## config.mk

```make
export PLATFORM = sky130hd
export DESIGN_NAME = wm_feeder
export DESIGN_NICKNAME = d
export VERILOG_FILES = /design/src/rtl/wm_feeder_pkg.sv /design/src/rtl/wm_feeder_skew.sv /design/src/rtl/wm_feeder.sv
export SDC_FILE = /design/constraint.sdc
export NUM_CORES = 1
export LEC_CHECK = 0
export ABC_AREA = 1
export ABC_CLOCK_PERIOD_IN_PS = 3240
export BUFFER_PORTS_ARGS = -buffer_cell sky130_fd_sc_hd__buf_2
export CAP_MARGIN = 20
export CORE_MARGIN = 10
export CORE_UTILIZATION = 30
export CTS_BUF_LIST = sky130_fd_sc_hd__clkbuf_2
export DETAILED_ROUTE_END_ITERATION = 8
export GPL_ROUTABILITY_DRIVEN = 0
export HOLD_SLACK_MARGIN = 0.06
export SLEW_MARGIN = 20
export SYNTH_ARGS = -nofsm -noshare
export SYNTH_HDL_FRONTEND = slang
export SYNTH_HIERARCHICAL = 1
export SYNTH_SLANG_ARGS = --single-unit
```

## constraint.sdc

```tcl
create_clock -name clk -period 3.24 [get_ports clk]
set_input_delay 0.162 -clock clk [delete_from_list [all_inputs] [get_ports clk]]
set_output_delay 0.162 -clock clk [all_outputs]
set_load 0.005 [all_outputs]
```

## src/rtl/wm_feeder_pkg.sv

```systemverilog
// Shared constants for the weight-matrix feeder: lane geometry, state encodings, base address.
// Latency: n/a (constants and pure functions only).
// Backpressure: n/a.
package wm_feeder_pkg;

  localparam int WF_LANES = 4;
  localparam int WF_DW    = 32;

  // BRAM_WM128 base address; every read address is offset by it.
  localparam logic [15:0] SADDR_WM128 = 16'd0;

  // One-hot FSM encodings.
  localparam logic [4:0] ST_IDLE   = 5'b00001;
  localparam logic [4:0] ST_COM    = 5'b00010;
  localparam logic [4:0] ST_READ   = 5'b00100;
  localparam logic [4:0] ST_DRAIN  = 5'b01000;
  localparam logic [4:0] ST_FINISH = 5'b10000;

  // Last DRAIN count value; DRAIN covers counts 0..4, long enough for lane 3 to empty.
  localparam logic [2:0] DRAIN_LAST = 3'd4;

  // Words per packed row: K = ((P-1)>>2)+1. Only meaningful for P > 0.
  function automatic logic [15:0] words_per_row(input logic [15:0] p);
    return ((p - 16'd1) >> 2) + 16'd1;
  endfunction

  // Valid-lane mask for the last tile: lanes below P-4*(K-1) carry real weights.
  function automatic logic [WF_LANES-1:0] last_tile_mask(input logic [15:0] p);
    logic [2:0] rem;
    last_tile_mask = '0;
    rem = (p[1:0] == 2'b00) ? 3'd4 : {1'b0, p[1:0]};
    for (int j = 0; j < WF_LANES; j++) begin
      last_tile_mask[j] = (3'(j) < rem);
    end
  endfunction

endpackage

```

## src/rtl/wm_feeder_skew.sv

```systemverilog
// Per-lane skew delay: DEPTH-stage shift register carrying {valid, data}.
// Latency: DEPTH cycles from input to output.
// Backpressure: none; shifts every cycle.
module wm_skew_line #(
  parameter int DW    = 32,
  parameter int DEPTH = 1
) (
  input  logic          clk,
  input  logic          rst_n,
  input  logic          i_vld,
  input  logic [DW-1:0] i_dat,
  output logic          o_vld,
  output logic [DW-1:0] o_dat
);

  logic [DW:0] r_sr [DEPTH];

  // Shift {valid, data} one stage per cycle; reset clears every stage.
  always_ff @(posedge clk or negedge rst_n) begin
    if (!rst_n) begin
      for (int i = 0; i < DEPTH; i++) r_sr[i] <= '0;
    end else begin
      r_sr[0] <= {i_vld, i_dat};
      for (int i = 1; i < DEPTH; i++) r_sr[i] <= r_sr[i-1];
    end
  end

  assign {o_vld, o_dat} = r_sr[DEPTH-1];

endmodule

```

## src/rtl/wm_feeder.sv

```systemverilog
// Reads reshaped weight words tile-major from BRAM_WM128 and feeds them diagonally skewed to the array.
// Latency: read in cycle t appears on lane j in cycle t+2+j; finish flag 7 cycles after the last read.
// Backpressure: none; the consumer must take every valid lane.
module wm_feeder
  import wm_feeder_pkg::*;
#(
  parameter int DW    = WF_DW,
  parameter int LANES = WF_LANES,
  parameter int AW    = 16
) (
  input  logic                  clk,
  input  logic                  rst_n,
  input  logic [15:0]           P,
  input  logic [15:0]           N,
  input  logic                  feed_start,
  output logic                  feed_finish,
  output logic [AW-1:0]         BRAM_WM128_raddr,
  output logic                  BRAM_WM128_rden,
  input  logic [LANES*DW-1:0]   BRAM_WM128_rddata,
  output logic [LANES*DW-1:0]   w_data,
  output logic [LANES-1:0]      w_valid,
  output logic                  w_tile_first
);

  logic [4:0]       r_state;
  logic [15:0]      r_k_num;
  logic [15:0]      r_n_num;
  logic [15:0]      r_k_cnt;
  logic [15:0]      r_n_cnt;
  logic [15:0]      r_addr;
  logic [2:0]       r_drain;
  logic [LANES-1:0] r_mask;
  logic             r_finish;
  logic             r_rd_vld;
  logic [LANES-1:0] r_rd_mask;
  logic             r_rd_first;
  logic             r_tile_first;

  logic w_reading;
  logic w_last_row;
  logic w_last_tile;

  assign w_reading   = (r_state == ST_READ);
  assign w_last_row  = (r_n_cnt == r_n_num - 16'd1);
  assign w_last_tile = (r_k_cnt == r_k_num - 16'd1);

  assign BRAM_WM128_rden  = w_reading;
  assign BRAM_WM128_raddr = AW'(r_addr + SADDR_WM128);
  assign feed_finish      = r_finish;
  assign w_tile_first     = r_tile_first;

  // Control FSM plus tile/row counters; address steps by K down a tile, then restarts at k.
  always_ff @(posedge clk or negedge rst_n) begin
    if (!rst_n) begin
      r_state <= ST_IDLE;
      r_k_num <= '0;
      r_n_num <= '0;
      r_k_cnt <= '0;
      r_n_cnt <= '0;
      r_addr  <= '0;
      r_drain <= '0;
      r_mask  <= '0;
    end else begin
      case (r_state)
        ST_IDLE: begin
          if (feed_start) r_state <= ST_COM;
        end
        ST_COM: begin
          r_k_num <= words_per_row(P);
          r_n_num <= N;
          r_mask  <= last_tile_mask(P);
          r_k_cnt <= '0;
          r_n_cnt <= '0;
          r_addr  <= '0;
          r_state <= ((P == 16'd0) || (N == 16'd0)) ? ST_FINISH : ST_READ;
        end
        ST_READ: begin
          if (w_last_row) begin
            r_n_cnt <= '0;
            if (w_last_tile) begin
              r_drain <= '0;
              r_state <= ST_DRAIN;
            end else begin
              r_k_cnt <= r_k_cnt + 16'd1;
              r_addr  <= r_k_cnt + 16'd1;
            end
          end else begin
            r_n_cnt <= r_n_cnt + 16'd1;
            r_addr  <= r_addr + r_k_num;
          end
        end
        ST_DRAIN: begin
          if (r_drain == DRAIN_LAST) r_state <= ST_FINISH;
          else                       r_drain <= r_drain + 3'd1;
        end
        ST_FINISH: r_state <= ST_IDLE;
        default:   r_state <= ST_IDLE;
      endcase
    end
  end

  // Sticky finish: cleared when a job is accepted, set on leaving FINISH.
  always_ff @(posedge clk or negedge rst_n) begin
    if (!rst_n)                                       r_finish <= 1'b0;
    else if ((r_state == ST_IDLE) && feed_start)      r_finish <= 1'b0;
    else if (r_state == ST_FINISH)                    r_finish <= 1'b1;
  end

  // Align per-read side info with the BRAM data that returns one cycle later.
  always_ff @(posedge clk or negedge rst_n) begin
    if (!rst_n) begin
      r_rd_vld     <= 1'b0;
      r_rd_mask    <= '0;
      r_rd_first   <= 1'b0;
      r_tile_first <= 1'b0;
    end else begin
      r_rd_vld     <= w_reading;
      r_rd_mask    <= w_last_tile ? r_mask : '1;
      r_rd_first   <= (r_n_cnt == 16'd0);
      r_tile_first <= r_rd_vld & r_rd_first;
    end
  end

  // Lane j is delayed j+1 register stages, giving the diagonal skew.
  for (genvar j = 0; j < LANES; j++) begin : g_lane
    wm_skew_line #(
      .DW    (DW),
      .DEPTH (j + 1)
    ) u_skew (
      .clk   (clk),
      .rst_n (rst_n),
      .i_vld (r_rd_vld & r_rd_mask[j]),
      .i_dat (BRAM_WM128_rddata[DW*j +: DW]),
      .o_vld (w_valid[j]),
      .o_dat (w_data[DW*j +: DW])
    );
  end

endmodule
```

# After elaboration in Yosys (flattened, before gate mapping)
# Index checks and enable logic that the tools add are counted.
dict set report op_classes {
  add_sub_neg 8
  order_cmp 4
  n_eq_ne 15
  n_mux 21
  bitwise 5
  reduce_logical 13
}
# op n
set ops {}
lappend ops {{16-bit case mux with 2 select lines} 3}
lappend ops {{16-bit two-way mux} 4}
lappend ops {{16-bit logical NOT} 3}
lappend ops {{16-bit by 1-bit subtractor with 16-bit output, second input constant} 3}
lappend ops {{16-bit by 1-bit adder with 16-bit output, second input constant} 2}
lappend ops {{16-bit == test} 2}
lappend ops {{5-bit two-way mux} 5}
lappend ops {{5-bit case mux with 4 select lines} 1}
lappend ops {{16-bit adder} 1}
lappend ops {{14-bit by 1-bit adder with 15-bit output, second input constant} 1}
lappend ops {{3-bit two-way mux} 4}
lappend ops {{2-bit inequality test, second input constant} 4}
lappend ops {{4-bit AND reduction} 2}
lappend ops {{1-bit by 3-bit less-than comparator with 1-bit output, first input constant} 2}
lappend ops {{2-bit by 3-bit less-than comparator with 1-bit output, first input constant} 2}
lappend ops {{3-bit case mux with 2 select lines} 1}
lappend ops {{2-bit nonzero test} 3}
lappend ops {{1-bit AND} 5}
lappend ops {{5-bit by 1-bit == test with 1-bit output, second input constant} 1}
lappend ops {{5-bit by 2-bit == test with 1-bit output, second input constant} 1}
lappend ops {{5-bit by 3-bit == test with 1-bit output, second input constant} 1}
lappend ops {{5-bit by 4-bit == test with 1-bit output, second input constant} 1}
lappend ops {{5-bit == test, second input constant} 1}
lappend ops {{4-bit two-way mux} 1}
lappend ops {{other kinds (10)} 12}
dict set report word_totals {
  register_bits 430
  in_bits 163
  output_inout_bits 151
  word_cells 89
}

# Longest topological paths before layout
# Gate-level depths: netlist of run 1.
dict set report depth {
  ltp_word 5
  mapped_depth 19
  ltp_nobuf 18
}

# Cells and area by module
# Netlist of run 1, hierarchy kept.
# mod instances cells_each area_each_um2 seq_area_each_um2
set modules_own_cells {}
lappend modules_own_cells {wm_feeder 1 1152 7858.8 2478.6}
lappend modules_own_cells {{wm_skew_line (g_lane[3].u_skew)} 1 164 3543.4 3303.2}
lappend modules_own_cells {{wm_skew_line (g_lane[2].u_skew)} 1 131 2717.6 2477.4}
lappend modules_own_cells {{wm_skew_line (g_lane[1].u_skew)} 1 98 1891.8 1651.6}
lappend modules_own_cells {{wm_skew_line (g_lane[0].u_skew)} 1 33 825.8 825.8}

# Worst setup path after synthesis of run 1
# OpenSTA, ideal clock, no wires.
dict set report synth_timing {
  path_type {reg-to-reg}
  from {register r_n_num[0]}
  to {register r_k_cnt[12]}
  setup_time_ns 0.118
  arrival_ns 1.993
  t_required_ns 3.122
  setup_slack_ns 1.130
  path_stages_with_launch 19
  n_path_buf 1
  synth_period_minus_slack_ns 2.110
  cell_sequence {dfrtp_1 > inv_1 > ha_1 > inv_1 > nor2_1 > nand2_1 > nor2_4 > inv_2 > nand3_1 > nand2_1 > nor2_1 > nand2_1 > nor2_2 > nand2_4 > nand2_8 > nand2_8 > buf_8 > nand2_1 > nand2_1}
}
dict set report synth_via {
  elab_chain_cells 4
}
# item line
set synth_rtl {}
lappend synth_rtl {{start: declaration} wm_feeder.sv:27} ;# logic [15:0] r_n_num;
lappend synth_rtl {{start signal: assignment} wm_feeder.sv:57} ;# r_n_num <= '0;
lappend synth_rtl {{start signal: assignment} wm_feeder.sv:70} ;# r_n_num <= N;
lappend synth_rtl {{16-bit by 1-bit subtractor with 16-bit output} wm_feeder.sv:44} ;# assign w_last_row = (r_n_cnt == r_n_num - 16'd1);
lappend synth_rtl {{16-bit == test} wm_feeder.sv:44}
lappend synth_rtl {{2-bit by 1-bit inequality test with 1-bit output (no line)} -}
lappend synth_rtl {{3-bit AND reduction (no line)} -}
lappend synth_rtl {{end signal: assignment} wm_feeder.sv:84} ;# r_k_cnt <= r_k_cnt + 16'd1;
lappend synth_rtl {{end: declaration} wm_feeder.sv:28} ;# logic [15:0] r_k_cnt;
# No other way between the ends.
# A chain may end at the register's enable or synchronous reset.

# Worst setup path in the final report of run 1
dict set report layout_timing {
  from {input P[1]}
  to {register r_k_num[9]}
}
dict set report layout_via {
  elab_chain_cells 2
}
# item line
set layout_rtl {}
lappend layout_rtl {{start: declaration} wm_feeder.sv:13} ;# input logic [15:0] P,
lappend layout_rtl {{16-bit by 1-bit subtractor with 16-bit output} wm_feeder_pkg.sv:24} ;# return ((p - 16'd1) >> 2) + 16'd1;
lappend layout_rtl {{14-bit by 1-bit adder with 15-bit output} wm_feeder_pkg.sv:24}
lappend layout_rtl {{end signal: assignment} wm_feeder.sv:69} ;# r_k_num <= words_per_row(P);
lappend layout_rtl {{end: declaration} wm_feeder.sv:26} ;# logic [15:0] r_k_num;
# No other way between the ends.

==> results of run 1 <==
[through the flow]
stage | setup WS (ps) | hold slack (ps) | std cells | power (mW) | area, um2
after floorplan | 1130 | -134 | 1578 | 8.88 | 16800
after global placement | 653 | 212 | 2534 | 9.92 | 18700
after detailed placement | 567 | 217 | 2534 | 9.98 | 18700
after CTS | 20.2 | 62.5 | 3101 | 14.2 | 23400
after global routing | 60.8 | 9.94 | 3106 | 15.2 | 23500
final | 45.9 | 179 | 3106 | 14.1 | 23500
[final cells by class]
type | instances | area share
antenna | 5 | 0.000533
inverter | 140 | 0.0224
sequential | 429 | 0.458
multi-input combinational | 891 | 0.203
clock buffer | 163 | 0.0348
timing repair buffer | 696 | 0.232
tap | 748 | 0.0399
clock inverter | 34 | 0.00944
[metal layers]
metal | share of wire | wire (um)
met1 | 0.42 | 20400
met2 | 0.49 | 23700
met3 | 0.064 | 3120
met4 | 0.026 | 1270
met5 | 0 | 0
[worst max-delay path: cells and delay by family]
kind	cells	cell delay, ps
adder cells (fa/ha/maj)	1	200
XOR/XNOR	1	70
AND/OR/NAND/NOR	7	770
buffers and inverters	7	3020
[power groups by stage]
stage                     logic, mW  clock network (mW)  registers (mW)
after floorplan                2.53                   0            6.36
after global placement         3.38                   0            6.54
after detailed placement       3.43                   0            6.55
after CTS                      3.85                3.88            6.45
after global routing           4.39                4.25            6.53
final                          3.87                3.75            6.45
[logic make-up after synthesis]
group	Yosys count
xor gates and xnor gates	82
DFF	429
adders and majority gates	26
AOI/OAI and AO/OA	95
and+or+nand+nor	688
buffers and inverters	258
[state kept, by name, indices dropped and copies added (netlist names)]
register / cells
g_lane.u_skew/r_sr: 231
r_n_cnt: 16
r_mask: 4
feed_finish: 1
r_n_num: 16
r_rd_mask: 4
r_rd_vld: 1
g_lane.u_skew/o_vld: 3
r_state: 5
w_tile_first: 1
r_k_cnt: 16
r_k_num: 15
g_lane.u_skew/o_dat: 96
r_addr: 16
r_rd_first: 1
r_drain: 3
[layout by cell type, fill, tap and decap left out, types with 14 or more instances in the layout]
| cell type | netlist | final |
|---|---|---|
| inv_1 | 130 | 130 |
| clkinv_1 | 2 | 21 |
| buf_2 | 6 | 312 |
| xor2_1 | 58 | 58 |
| ha_1 | 25 | 24 |
| nand2_2 | 15 | 16 |
| nand3_1 | 84 | 84 |
| nor2_1 | 119 | 115 |
| xnor2_1 | 23 | 23 |
| nor2_2 | 12 | 16 |
| o22ai_1 | 14 | 14 |
| nand4_1 | 35 | 35 |
| dfrtp_1 | 428 | 428 |
| nand2_1 | 366 | 365 |
| o21ai_0 | 43 | 43 |
| a21oi_1 | 20 | 20 |
| dlygate4sd3_1 | 0 | 368 |
| clkbuf_2 | 1 | 163 |
[how the worst max path moves through the flow]
stage | start | to | slack, ps | depth (start not counted)
2_1_floorplan | r_n_num[0] | r_k_cnt[12] | 1130 | 18
3_3_place_gp | r_n_num[0] | r_addr[10] | 650 | 16
3_5_place_dp | r_n_num[0] | r_addr[9] | 570 | 16
4_1_cts | P[13] | r_state[4] | 20 | 12
5_1_grt | P[1] | r_k_num[9] | 60 | 18
6_report | P[1] | r_k_num[9] | 50 | 16
[what timing repair did]
item,4_1_cts,5_1_grt
endpoints found under the setup margin,0,8
hold buffers,370,2
resized for setup,0,8
endpoints found under the hold margin,597,2
setup buffers,0,1
==> results.md, run 1 <==
- Status: finished clean
- Leading area contributor after synthesis: dfrtp_1
- Relative slew slack: 0.595
- Area growth from synthesis to final layout: 39.3%
- Total GRT Usage: 0.147
- Hpwl dp: 31,900 um
- Fmax: 313 MHz
- First-pass GRT wire length: around 78,000 um
- CTS clk-pin slew, worst paths: 90 ps
- Max H-tree Level: 3
- Peak supply drop: 0.262 mV
- Initial antenna violation count: 2
- Seq pwr share: 0.458
- Post-layout util: 0.424
- Synth Area in Compound Gates: 0.0317
- Post-synthesis simple-gate area fraction: 0.186
- Root Driver: clkbuf_2
- Largest net degree at the start of global routing: 88
- Critical path capture point type: flip-flop
- Row count: 86
- Post-Synth XOR/XNOR Area: 0.0431
- Max-Cap Viols: 0
- Worst-Margin Slew: slightly above 600 ps
- Worst path cell trace: dlygate4sd3_1 -> buf_2 -> dlygate4sd3_1 -> inv_1 -> ha_2 -> nand2_2 -> nor2_2 -> xnor2_1 -> dlygate4sd3_1 -> nor2_2 -> nand3_1 -> nand2_1 -> dlygate4sd3_1 -> nand3_1 -> dlygate4sd3_1 -> nand2_1
- GRT overflow: 0
- CTS tree: built
- Hold Path Sink: r_mask[2]
- Final Setup Violations: 0
- Worst-case reg-to-reg path depth: 17
- Yosys cell types: 47
- Die Wd: 257 um
- Die extent in y: between 200 and 300 um
- Std-Cell Core Area: about 55,000 um2
- Reg2Reg Setup Slack: 450 ps
- Fillcell total: between 5k and 6k
- Crit Path Class: in -> reg
- Endpoint of the worst register-to-register path: r_addr[8]
- Pre-Repair DR Iteration Count: 5
- Crit-path max FO: 4
- DRC violations left: 0
- Predominant post-synthesis flop cell: dfrtp_1
- Worst endpoint required time: 4270 ps
- Sw Pwr: 5.13 mW
- DR iter-0 viols: 820
- CP Launch Type: input port
- Register area share after synthesis: 0.638
- R2r startpoint: r_n_num[0]
- Initial Utilization: 0.304
- Post-synth top area share: 0.636
- Vias in the first global route: 14.2k
- Mapped Nets: 1,767
- Port Buffer Count: 313
- Skew-Pair Late Insertion Delay: around 1100 ps
- Grt met3 use: 0.0429
- Synth top cells by count: dfrtp_1 (428), nand2_1 (366), inv_1 (130), nor2_1 (119), buf_4 (97)
- I/O pin count: 314
- EDFF count, synth: 0
- Routed wire length: 48,500 um
- CP peak stage delay: approximately 600 ps
- Ys async rst share: 1.00
- Post-synthesis mux area share: 0
- Area of the multi-input gates: 4760 um2
- Fraction of layout instances using a drive strength above 1: 0.247
- Netlist Area Pre-Place: between 15,000 and 20,000 um2
- Die Area: 66,000 um2
- Clock buffer count from CTS: 107
- GR peak layer: met2
- Hold path depth: 5
- M1 GR Usage: 0.175
- RSZ-0062 raised after global routing: no
- NumNets Final: 2,454
- Clock power frac: 0.267
- Period utilization: 0.986
- Max-slew violation count: 0
- Switching portion of total power: 0.365
- Clock net sink count: 429
- CP max-delay cell: dlygate4sd3_1
- FF/Latch Area: 10,700 um2
- Buffer levels on the longest clock path: 3
- Lkg Pwr: 11.6 nW
- Via count: ~13k
- Post-Synth Adder-Cell Area: 0.0198
- Met2 usage: 0.250
- Post-synthesis cell count: around 1.6k
- Ranking of synthesized cells by area: dfrtp_1 (64%), nand2_1 (8.2%), buf_4 (4.3%), xor2_1 (3.0%), inv_1 (2.9%)
- Sum Neg Setup Slack: 0 ps
- Endpoints failing hold: 0
- Hold Path Class: in -> reg
- Vias per cell: between 4 and 5
- Post-route ant nets: 0
- HP Start: P[0]
- P_int: 8.94 mW
- Top-count cell post-synth: dfrtp_1
- Max Clock Skew: ~170 ps
- Ys Warns: 6
- Register bit count reported by yosys: 429
- Cell Pwr Density: 600 nW/um2
- Main combinational cell family by area after synthesis: simple AND/OR/NAND/NOR gates
- Synthesized area per cell: 10.7 um2
- Min cycle time layout: 3190 ps
- Comb pwr share: 0.275
- Routed WL per cell: between 15 and 20 um
- Cell mode on critical path: dlygate4sd3_1
- Critical Path AT: 4220 ps
No activity file was read; power rests on OpenSTA's default activity.
==> inputs of run 2 (changes only) <==
- ABC_AREA: 1 -> default
==> results.md, run 2 <==
- Vias in the first global route: 13.1k (-7.6%)
- Port Buffer Count: 313 (unchanged)
- Worst path cell trace: buf_2 -> dlygate4sd3_1 -> inv_1 -> ha_2 -> or3b_4 -> or4_1 -> buf_4 -> dlygate4sd3_1 -> o31ai_1 -> dlygate4sd3_1 -> o21ai_0
- Std-Cell Core Area: 54,000 um2 (-2.3%)
- NumNets Final: 2,166 (-12%)
- Via count: 12.3k (-7.1%)
- Initial Utilization: 0.305 (about the same)
- First-pass GRT wire length: 71,600 um (-8.1%)
- Vias per cell: 4.43 (+4.2%)
- Fraction of layout instances using a drive strength above 1: 0.297 (+0.0500)
- Relative slew slack: 0.422 (-0.173)
- Ys async rst share: 1.00 (unchanged)
- Worst endpoint required time: 4180 ps (-90 ps)
- Register bit count reported by yosys: 429 (unchanged)
- Grt met3 use: 0.0432 (+0.000294)
- Max H-tree Level: 3 (unchanged)
- Max-Cap Viols: 0 (unchanged)
- Cell Pwr Density: 593 nW/um2 (-1.2%)
- Met2 usage: 0.231 (-0.0187)
- Reg2Reg Setup Slack: -10 ps (-460 ps)
- Max Clock Skew: 104 ps (-63.8 ps)
- Place WS: -58.1 ps (-625 ps)
- Failing checks: negative setup slack
- Buffer levels on the longest clock path: 3 (unchanged)
- Netlist Area Pre-Place: 16,500 um2 (-2.2%)
- Final setup margin: -22.5 ps (-68.4 ps)
- Clock net sink count: 429 (unchanged)
- Ys Warns: 6 (unchanged)
- Root Driver: clkbuf_2
- EDFF count, synth: 0 (unchanged)
- Initial antenna violation count: 5 (+3)
- Leading area contributor after synthesis: dfrtp_1
- Mapped Nets: 1,478 (-16%)
- Crit Path Class: in -> reg
- Ranking of synthesized cells by area: dfrtp_1 (65%), buf_4 (4.4%), nand2_1 (2.7%), xnor2_1 (2.7%), ha_1 (1.9%)
- Area of the multi-input gates: 4830 um2 (+1.3%)
- Cell mode on critical path: dlygate4sd3_1
- Lkg Pwr: 11.0 nW (-4.8%)
- Routed WL per cell: 16.5 um (+5.9%)
- Period utilization: 1.01 (+0.0211)
- Largest net degree at the start of global routing: 90 (+2.3%)
- Post-route ant nets: 0 (unchanged)
- Fillcell total: 4,904 (-5.7%)
- Skew-Pair Late Insertion Delay: 1090 ps (-40 ps)
- Status: finished with violations
- CP max-delay cell: dlygate4sd3_1
- CTS tree: built
- M1 GR Usage: 0.168 (-0.00709)
- Yosys cell types: 84 (+79%)
- Fmax: 307 MHz (-2.1%)
- CTS clk-pin slew, worst paths: 120 ps (+30 ps)
- GRT overflow: 0 (unchanged)
- Pre-Repair DR Iteration Count: 5 (unchanged)
- Hold WS: 226 ps (+46.9 ps)
- Critical Path AT: 4200 ps (-20 ps)
- Row count: 85 (-1.2%)
- DR iter-0 viols: 576 (-30%)
- Area growth from synthesis to final layout: 41.6%
- Routed wire length: 45,800 um (-5.6%)
- Clock buffer count from CTS: 105 (-1.9%)
- Register area share after synthesis: 0.652 (+0.0146)
- Die extent in y: 254 um (-1.0%)
- Predominant post-synthesis flop cell: dfrtp_1
- Die Wd: 254 um (-1.0%)
- Largest Register: g_lane.u_skew/r_sr
- Worst-Margin Slew: 860 ps (+252 ps)
- Commonest non-fill, non-tap cells in the layout: dfrtp_1 (428), dlygate4sd3_1 (347), buf_2 (312)
- Max-slew violation count: 0 (unchanged)
- Hpwl dp: 29,200 um (-8.4%)
- Post-synthesis cell count: 1,289 (-18%)
- Synth top cells by count: dfrtp_1 (428), nand2_1 (118), buf_4 (97), xnor2_1 (50), o21ai_0 (49)
- Post-synth top area share: 0.651 (+0.0146)
- CP Launch Type: input port
- Die Area: 64,600 um2 (-2.1%)
- GR peak layer: met2
- Hold Path Class: in -> reg
- Crit-path max FO: 5 (+1)
- CP peak stage delay: 700 ps (+110 ps)
- Endpoints failing hold: 0 (unchanged)
- Final Setup Violations: 4 (+4)
- Min cycle time layout: 3260 ps (+68.4 ps)
- Top-count cell post-synth: dfrtp_1
- Peak supply drop: 0.342 mV (+30%)
- Area after DPL: 18,500 um2 (-1.0%)
- Critical path capture point type: flip-flop
- Final Cell Area: 23,300 um2 (-0.60%)
- I/O pin count: 314 (unchanged)
- FF/Latch Area: 10,700 um2 (unchanged)
- Total GRT Usage: 0.139 (-0.00794)
- Largest register FFs: 231 (unchanged)
- Synthesized area per cell: 12.8 um2 (+20%)
- RSZ-0062 raised after global routing: yes
- Commonest non-fill, non-tap cell in the layout: dfrtp_1
- DRC violations left: 0 (unchanged)
- Post-layout util: 0.432 (+0.00746)
[run 2: cell types whose count changed in the layout (fill, tap and decap cells not counted), moves of 27 or more]
cell / previous run / this run
nor2_1: 115 / 36
buf_4: 10 / 58
nand3_1: 84 / 25
nand4_1: 35 / 7
xnor2_1: 23 / 50
nand2_1: 365 / 118
inv_1: 130 / 29
[run 2: logic make-up (layout without fill, tap and decap cells)]
logic type               Yosys count  in the layout  synth area share
XOR/XNOR                          83             83            0.0442
AO/OA/AOI/OAI                    190            190            0.0821
multiplexers                      32             32            0.0224
other                              0              8                 0
AND/OR/NAND/NOR                  349            349             0.113
flip-flops                       429            429             0.652
adder cells (fa/ha/maj)           26             26            0.0202
buffers and inverters            180            956            0.0654
[run 2: area by class of cell]
type | count | area share
Tap cell | 696 | 0.0374
Clock inverter | 50 | 0.0137
Antenna cell | 8 | 0.000859
Multi-Input combinational cell | 680 | 0.207
Timing Repair Buffer | 728 | 0.244
Inverter | 33 | 0.00531
Sequential cell | 429 | 0.460
Clock buffer | 145 | 0.0311
[run 2: report_power, final]
| group | internal (mW) | leakage (nW) | switching [mW] |
|---|---|---|---|
| Sequential | 5.85 | 5.16 | 0.462 |
| Clock | 1.51 | 0.758 | 2.27 |
| Combinational | 1.79 | 5.08 | 1.93 |
[run 2: layer usage]
| layer | share of wire | vias to the layer above |
|---|---|---|
| li1 | - | 5797 |
| met1 | 0.42 | 5969 |
| met2 | 0.48 | 422 |
| met3 | 0.071 | 91 |
| met4 | 0.025 | 0 |
| met5 | 0 | - |
[run 2: path summary, 6_finish.rpt]
kind,startpoint,to,cells after the start
max in group asynchronous,rst_n,r_addr[3],4
setup / recovery,P[0],r_state[2],11
setup reg to reg,r_n_num[1],r_k_cnt[3],12
hold reg to reg,g_lane[3].u_skew/r_sr[79],g_lane[3].u_skew/r_sr[46],0
min in group asynchronous,rst_n,r_drain[2],4
hold / removal,P[1],r_mask[3],6
[run 2: repair_timing]
item / CTS / global route
hold buffers: 351 / 0
cloned: 0 / 1
pin swaps: 0 / 12
setup buffers: 0 / 12
resized for setup: 2 / 37
hold endpoints to repair: 597 / 0
setup endpoints to repair: 15 / 46
[run 2: critical path: cells and delay by family]
family | cells | cell delay (ps)
buffers and inverters | 6 | 2220
and+or+nand+nor | 2 | 880
AOI/OAI and AO/OA | 2 | 710
adders and majority gates | 1 | 220
[run 2: per-stage QoR]
stage	power, mW	TNS (ps)	instances
after floorplan	8.41	-11.3	1289
after global placement	9.44	0	2205
after detailed placement	9.53	-85.6	2205
after CTS	13.8	0	2751
after global routing	14.8	-685	2767
final	13.8	-36.4	2769
